## src/rtl/cmos_pixel_packer.sv

```systemverilog
// rtl/cmos_pixel_packer.sv - packs IN_W-bit sensor beats into IN_W*BEATS-bit pixels with frame/line markers
module cmos_pixel_packer #(
  parameter int IN_W        = 8,
  parameter int BEATS       = 2,
  parameter bit MSB_FIRST   = 1'b1,
  parameter bit VS_POL      = 1'b1,
  parameter int SKIP_FRAMES = 0,
  parameter int CNT_W       = 12
) (
  input  logic                  pclk,
  input  logic                  rst,
  input  logic                  vs_i,
  input  logic                  de_i,
  input  logic [IN_W-1:0]       pdata_i,
  output logic [IN_W*BEATS-1:0] pdata_o,
  output logic                  valid_o,
  output logic                  sof_o,
  output logic                  eol_o,
  output logic                  line_err_o,
  output logic [CNT_W-1:0]      pix_cnt_o,
  output logic [CNT_W-1:0]      line_cnt_o
);
  localparam int OW = IN_W * BEATS;
  localparam int AW = OW - IN_W;
  localparam int BW = $clog2(BEATS);
  localparam logic [BW-1:0] LAST_BEAT = BW'(BEATS - 1);
  localparam logic [7:0] SKIP_N = 8'(SKIP_FRAMES);

  typedef enum logic [1:0] {IDLE, SKIP, RUN} state_t;

  state_t           state_q, state_d;
  logic [7:0]       skip_q, skip_d;
  logic             vs_d, de_d;
  logic             fs, le;
  logic [BW-1:0]    bcnt;
  logic [AW-1:0]    acc;
  logic [OW-1:0]    word;
  logic [CNT_W-1:0] pix_cnt, line_cnt;
  logic             sof_pend;

  assign fs         = (vs_i == VS_POL) && (vs_d != VS_POL);
  assign le         = !de_i && de_d;
  assign line_cnt_o = line_cnt;

  // acc holds the first BEATS-1 beats; the word is completed with the live beat
  assign word = MSB_FIRST ? {acc, pdata_i} : {pdata_i, acc};

  always_ff @(posedge pclk) begin
    if (rst) begin
      state_q <= IDLE;
      skip_q  <= 8'd0;
    end else begin
      state_q <= state_d;
      skip_q  <= skip_d;
    end
  end

  // skip_q counts frame starts seen, including the one that leaves IDLE
  always_comb begin
    state_d = state_q;
    skip_d  = skip_q;
    case (state_q)
      IDLE: if (fs) begin
        skip_d  = 8'd1;
        state_d = (SKIP_FRAMES > 0) ? SKIP : RUN;
      end
      SKIP: if (fs) begin
        if (skip_q >= SKIP_N) state_d = RUN;
        else                  skip_d  = skip_q + 8'd1;
      end
      default: ;
    endcase
  end

  always_ff @(posedge pclk) begin
    if (rst) begin
      vs_d       <= VS_POL;
      de_d       <= 1'b0;
      bcnt       <= '0;
      acc        <= '0;
      pix_cnt    <= '0;
      line_cnt   <= '0;
      sof_pend   <= 1'b0;
      pdata_o    <= '0;
      valid_o    <= 1'b0;
      sof_o      <= 1'b0;
      eol_o      <= 1'b0;
      line_err_o <= 1'b0;
      pix_cnt_o  <= '0;
    end else begin
      vs_d       <= vs_i;
      de_d       <= de_i;
      valid_o    <= 1'b0;
      sof_o      <= 1'b0;
      eol_o      <= 1'b0;
      line_err_o <= 1'b0;
      if (fs) begin
        bcnt     <= '0;
        pix_cnt  <= '0;
        line_cnt <= '0;
        sof_pend <= 1'b1;
      end else if (state_q == RUN) begin
        if (de_i) begin
          if (bcnt == LAST_BEAT) begin
            bcnt      <= '0;
            pdata_o   <= word;
            valid_o   <= 1'b1;
            sof_o     <= sof_pend;
            sof_pend  <= 1'b0;
            pix_cnt_o <= pix_cnt;
            pix_cnt   <= (&pix_cnt) ? pix_cnt : pix_cnt + 1'b1;
          end else begin
            bcnt <= bcnt + 1'b1;
            acc  <= MSB_FIRST ? AW'(word) : AW'(word >> IN_W);
          end
        end else begin
          bcnt <= '0;
          if (le) begin
            eol_o      <= 1'b1;
            line_err_o <= (bcnt != '0);
            line_cnt   <= (&line_cnt) ? line_cnt : line_cnt + 1'b1;
            pix_cnt    <= '0;
          end
        end
      end
    end
  end

endmodule

```

## config.mk

```make
export PLATFORM = sky130hd
export DESIGN_NAME = cmos_pixel_packer
export DESIGN_NICKNAME = d
export VERILOG_FILES = /design/src/rtl/cmos_pixel_packer.sv
export SDC_FILE = /design/constraint.sdc
export NUM_CORES = 1
export LEC_CHECK = 0
export ABC_AREA = 0
export BUFFER_PORTS_ARGS = -buffer_cell sky130_fd_sc_hd__buf_2
export CORE_UTILIZATION = 54
export DETAILED_ROUTE_END_ITERATION = 10
export PLACE_DENSITY = 0.78
export SLEW_MARGIN = 20
export SYNTH_ARGS = -nofsm -noshare
export SYNTH_HDL_FRONTEND = slang
export SYNTH_SLANG_ARGS = --single-unit
```

## constraint.sdc

```tcl
create_clock -name pclk -period 2.35 [get_ports pclk]
set_clock_uncertainty 0.2 [all_clocks]
set_input_delay 0.235 -clock pclk [delete_from_list [all_inputs] [get_ports pclk]]
set_output_delay 0.235 -clock pclk [all_outputs]
set_load 0.005 [all_outputs]
```

==> results of run 1 <==
[final timing paths]
check / slack, ps / cells after the start / to / from
max reg2reg: 210 / 5 / pix_cnt[4] / pix_cnt[0]
min reg2reg: 250 / 2 / pdata_o[1] / pdata_o[1]
min: 60 / 2 / de_d / rst
max: 180 / 7 / sof_o / vs_i
[power groups by stage]
| stage | registers [mW] | logic, mW | clock network (mW) |
|---|---|---|---|
| 2_1_floorplan | 1.21 | 0.0443 | 0 |
| 3_3_place_gp | 1.21 | 0.0674 | 0 |
| 3_5_place_dp | 1.21 | 0.0678 | 0 |
| 4_1_cts | 1.18 | 0.0797 | 1.07 |
| 5_1_grt | 1.18 | 0.0865 | 1.12 |
| 6_report | 1.18 | 0.0803 | 1.05 |
[cells by family (layout without fill, tap and decap cells)]
family	Yosys count	in the layout	synth area share (%)
AND/OR/NAND/NOR	146	146	25.4
AO/OA/AOI/OAI	75	75	16.8
flip-flops	69	69	49.1
buffers and inverters	18	90	2.58
multiplexers	11	11	3.96
XOR/XNOR	4	4	1.24
adder cells (fa/ha/maj)	2	2	0.889
[area by class of cell]
| type | count | area, um2 | share of cell area, % |
|---|---|---|---|
| clock buffers | 10 | 128 | 3.67 |
| clock inverters | 6 | 86.3 | 2.49 |
| inverters | 2 | 7.51 | 0.216 |
| multi-input cells | 238 | 1360 | 39.2 |
| flip-flops and latches | 69 | 1380 | 39.8 |
| well taps | 67 | 83.8 | 2.41 |
| repair buffers | 72 | 425 | 12.2 |
[per-layer routing]
metal  vias up  wire length (um)  global-route usage (%)
li1       1284                 -                       -
met5         -                 0                       0
met4         0               121                    12.0
met1      1231              2990                    33.5
met3        11               295                    7.59
met2        60              3280                    44.2
[cell usage in the layout (no fill, tap or decap), drive strengths merged, types with 3 or more instances in the layout]
master	Yosys	layout
o31ai	5	5
clkbuf	12	10
nand2	67	67
dlygate4sd3	0	9
nor2	26	26
a311oi	3	3
dfxtp	69	69
buf	4	63
nand3	12	12
nand4	5	5
o21ai	8	8
mux2i	10	10
or3	9	9
xor2	3	3
or2	5	5
and3	5	5
inv	2	3
a21oi	46	46
[metrics by stage]
stage	total power [mW]	util [%]	worst slack, ps	instances
after floorplan	1.25	-	392	325
after global placement	1.28	64.9	411	439
after detailed placement	1.28	64.9	267	439
after CTS	2.33	71.2	240	464
after global routing	2.39	71.2	10.2	464
final	2.31	71.2	178	464
[state kept, by name, summed over array words and instances, names as in the netlist]
signal      flops
acc             8
vs_d            1
pix_cnt_o      12
state_q         1
pdata_o        16
pix_cnt        12
line_err_o      1
eol_o           1
de_d            1
line_cnt_o     12
sof_o           1
valid_o         1
sof_pend        1
bcnt            1
==> metrics.txt, run 1 <==
status completed; Slew Limit Fails 0; Synth Area per Inst 8.66 um2; critical path type in2reg; first-pass GRT wire length 11300 um; CTS Root Cell clkbuf_8; crit share post-route 92.4%; Initial Util 57.7%; Fin. Hold Viols 0; filler cell count 408; CTS max path bufs 2; Cell Rows 25; # clock sinks 69; Worst setup SP type input pin; CTS clk-pin slew, worst paths 70 ps; Top Ports 56; via count 2586; Chip Height 74.2 um; Worst Path Required 2390 ps; die area 5510 um2; min cycle time layout 2170 ps; drt pass-1 iters 4; critical path capture point type register; Setup-failing EPs final 0; antenna viol nets, final 0; worst-path cell chain dlygate4sd3_1 > buf_2 > nor2b_1 > or2_2 > buf_4 > nor2_1 > and2_1; leakage dissipation 1.35 nW; synth warn 0; final wirelength 6690 um; Resized Gates After CTS 0; max frequency 0.460 GHz; syn nets 339; initial antenna violation count 0; Die Width 74.2 um; RSZ-0062 raised after global routing false; GPL Wtd Cong 0.849; clock network power share 45.5%; CTS tree yes; I/O Buffers 55; Seq/Total Area, Yosys 49.1%; cell internal pwr 1.81 mW; Max Cap Violations 0; hold_ws 55.0 ps; diode count 0; Max rail drop VDD 0.384 mV; Distinct cells, synth 48; power share of the combinational group 3.5%; post-cts hold buffer count 9; Sw Share 21.9%; cell taking the most area after synthesis dfxtp_1; count leader, synth dfxtp_1; Bufs and invs on worst path 3; vias per cell 5.57; Async SR Flop Fraction 0%; Overall Global Routing Usage 27.1%; sequential share of power 51.1%; Core Footprint 4880 um2; cts bufs inserted 9; Critical Path AT 2210 ps; CP Max Fanout 11; largest net degree at the start of global routing 27; DRC violations left 0; cell area after synthesis 2820 um2; Slew @ Worst Pin 583 ps; Clk Latency, worst-skew pair 340 ps; TNS Setup 0 ps; critical path's top delay family simple AND/OR/NAND/NOR gates; total gr overflow 0; Area contributors post-synth dfxtp_1 (49%), nand2_1 (8.9%), a21oi_1 (8.2%); DRT iter0 DRCs 152; Area after DPL 3170 um2; dpl hpwl 4470 um; P&R area growth vs syn 23.4%; Post-Syn Instances 325; EDFF count, synth 0; min-delay worst type in2reg; CP max stage cell dlygate4sd3_1; pwr/cell area 666 nW/um2; ys flop type dfxtp_1; Slew headroom 61.1%; Design Area, Final 3470 um2; Clock H-tree levels 3; Critical Path Max Stage Delay 560 ps; Layout Nets 406; top cells by count, synth dfxtp_1 (69), nand2_1 (67), a21oi_1 (46), nor2_1 (23), clkbuf_1 (12); share of layout cells above drive strength 1 23.2%; Yosys reg bits 69; vias in the first global route 2474; sw power 0.507 mW; Synth top area share 49.1%; DR WL/cell 14.4 um; post-CTS setup buffers 0
Power figures use the tool's default switching activity.
==> inputs of run 2 (changes only) <==
--- a/config.mk
+++ b/config.mk
@@ -5,11 +5,12 @@
 export SDC_FILE = /design/constraint.sdc
 export NUM_CORES = 1
 export LEC_CHECK = 0
-export ABC_AREA = 0
+export ABC_AREA = 1
 export BUFFER_PORTS_ARGS = -buffer_cell sky130_fd_sc_hd__buf_2
-export CORE_UTILIZATION = 54
+export CORE_UTILIZATION = 55
 export DETAILED_ROUTE_END_ITERATION = 10
-export PLACE_DENSITY = 0.78
+export PLACE_DENSITY = 0.79
+export SKIP_CTS_REPAIR_TIMING = 1
 export SLEW_MARGIN = 20
 export SYNTH_ARGS = -nofsm -noshare
 export SYNTH_HDL_FRONTEND = slang
==> constraint.sdc (replaced) <==
create_clock -name pclk -period 2.1 [get_ports pclk]
set_clock_uncertainty 0.2 [all_clocks]
set_input_delay 0.21 -clock pclk [delete_from_list [all_inputs] [get_ports pclk]]
set_output_delay 0.21 -clock pclk [all_outputs]
set_load 0.005 [all_outputs]
==> run 2 against run 1 <==
Effect of this change: critical endpoint is now line_err_o; core utilization decreased by 0.74 points; global-route usage shrank 3.0 points; sequential power up 13%; design area rose by 4.9%; synthesized cell count grew 26%; clock power is 17% higher; combinational power grew 61%; critical path type unchanged; wire length down 0.70%; final cell count is 19% higher; largest cell class unchanged; non-clock buffer count is 2 lower; total power up 16%.
==> metrics.txt, run 2 <==
P&R area growth vs syn 21.8%; Setup-failing EPs final 0; Core Footprint 5170 um2; critical path type in2reg; Slew @ Worst Pin 411 ps; Biggest register pdata_o; leakage dissipation 1.66 nW; Synth top area share 46.2%; I/O Buffers 55; Clock H-tree levels 3; antenna viol nets, final 0; GPL Wtd Cong 0.936; CP Max Fanout 11; die area 5740 um2; cts bufs inserted 9; Worst Path Required 2140 ps; final core occ 70.4%; crit share post-route 86.9%; cell taking the most area after synthesis dfxtp_1; Layout Nets 489; cell area after synthesis 2990 um2; Cell Rows 26; commonest non-fill, non-tap cell in the layout nand2_1; flip-flop count of the largest register after layout 16; Yosys reg bits 69; total gr overflow 0; vias in the first global route 2420; initial antenna violation count 0; Slew headroom 72.5%; Overall Global Routing Usage 24.1%; via count 2822; EDFF count, synth 0; Synth Area per Inst 7.31 um2; min cycle time layout 1830 ps; synth warn 0; Fin. Hold Viols 0; Post-Syn Instances 409; dpl hpwl 4470 um; CTS max path bufs 2; pwr/cell area 738 nW/um2; Initial Util 57.8%; syn nets 423; final wirelength 6640 um; Max rail drop VDD 0.401 mV; Distinct cells, synth 29; Async SR Flop Fraction 0%; first-pass GRT wire length 10500 um; TNS Setup 0 ps; Slew Limit Fails 0; Die Width 75.7 um; ys flop type dfxtp_1; max frequency 0.548 GHz; Critical Path AT 1870 ps; DRT iter0 DRCs 159; drt pass-1 iters 5; RSZ-0062 raised after global routing false; DR WL/cell 12.1 um; largest net degree at the start of global routing 30; Seq/Total Area, Yosys 46.2%; Area contributors post-synth dfxtp_1 (46%), nand2_1 (12%), nand3_1 (8.2%); Clk Latency, worst-skew pair 330 ps; # clock sinks 69; critical path capture point type register; CTS Root Cell clkbuf_8; count leader, synth nand2_1; share of layout cells above drive strength 1 18.8%; status completed; Top Ports 56; vias per cell 5.13; Worst setup SP type input pin; diode count 0; CTS tree yes; DRC violations left 0; Chip Height 75.7 um; CTS clk-pin slew, worst paths 70 ps; top cells by count, synth nand2_1 (96), dfxtp_1 (69), nand3_1 (49), inv_1 (46), nor2_1 (41); min-delay worst type in2reg; most frequent cells in the layout nand2_1 (96), dfxtp_1 (69), buf_2 (55); Max Cap Violations 0
run 2: cells by family after synthesis:
family,Yosys count,synth area share [%]
flip-flops,69,46.2
AO/OA/AOI/OAI,55,9.67
AND/OR/NAND/NOR,212,32.7
adder cells (fa/ha/maj),2,0.837
XOR/XNOR,5,1.46
buffers and inverters,66,9.12
run 2: final timing paths:
path / from / endpoint / slack [ps] / depth (start not counted)
hold / removal: de_i / de_d / 170 / 3
setup reg to reg: pix_cnt[1] / pix_cnt[8] / 330 / 9
setup / recovery: vs_i / line_err_o / 270 / 7
hold reg to reg: sof_pend / sof_o / 240 / 2
run 2: metal layers:
metal	track usage (%)	vias up	wire [um]
met2	38.9	73	3160
li1	-	1446	-
met5	0	-	0
met1	32.3	1295	3130
met4	9.67	0	77
met3	3.97	8	271
run 2: layout make-up:
cell class | count | area [um2]
tap | 70 | 87.6
fill | 432 | 1530
clock inverter | 5 | 82.6
timing repair buffer | 70 | 413
inverter | 51 | 191
multi-input combinational | 274 | 1340
clock buffer | 11 | 151
sequential | 69 | 1380
run 2: power breakdown:
group	total [mW]	leakage, nW	switching, mW	internal, mW
Sequential	1.33	0.557	0.00785	1.32
Clock	1.23	0.120	0.493	0.736
Combinational	0.129	0.987	0.0838	0.0453
run 2: worst max-delay path, stage by stage:
cell           delay, ps
dlygate4sd3_1        520
buf_2                110
inv_1                 80
nor2_2                60
nor2_1               330
inv_1                300
nor3_1               250
run 2: per-stage QoR:
stage	hold slack (ps)	power [mW]	instance area, um2	worst slack, ps	instances
detailed placement	221	1.47	3310	360	524
global placement	218	1.47	3310	388	524
global route	190	2.77	3640	73.5	550
floorplan	79.1	1.44	2990	455	409
finish	173	2.69	3640	274	550
CTS	-129	2.69	3540	335	540
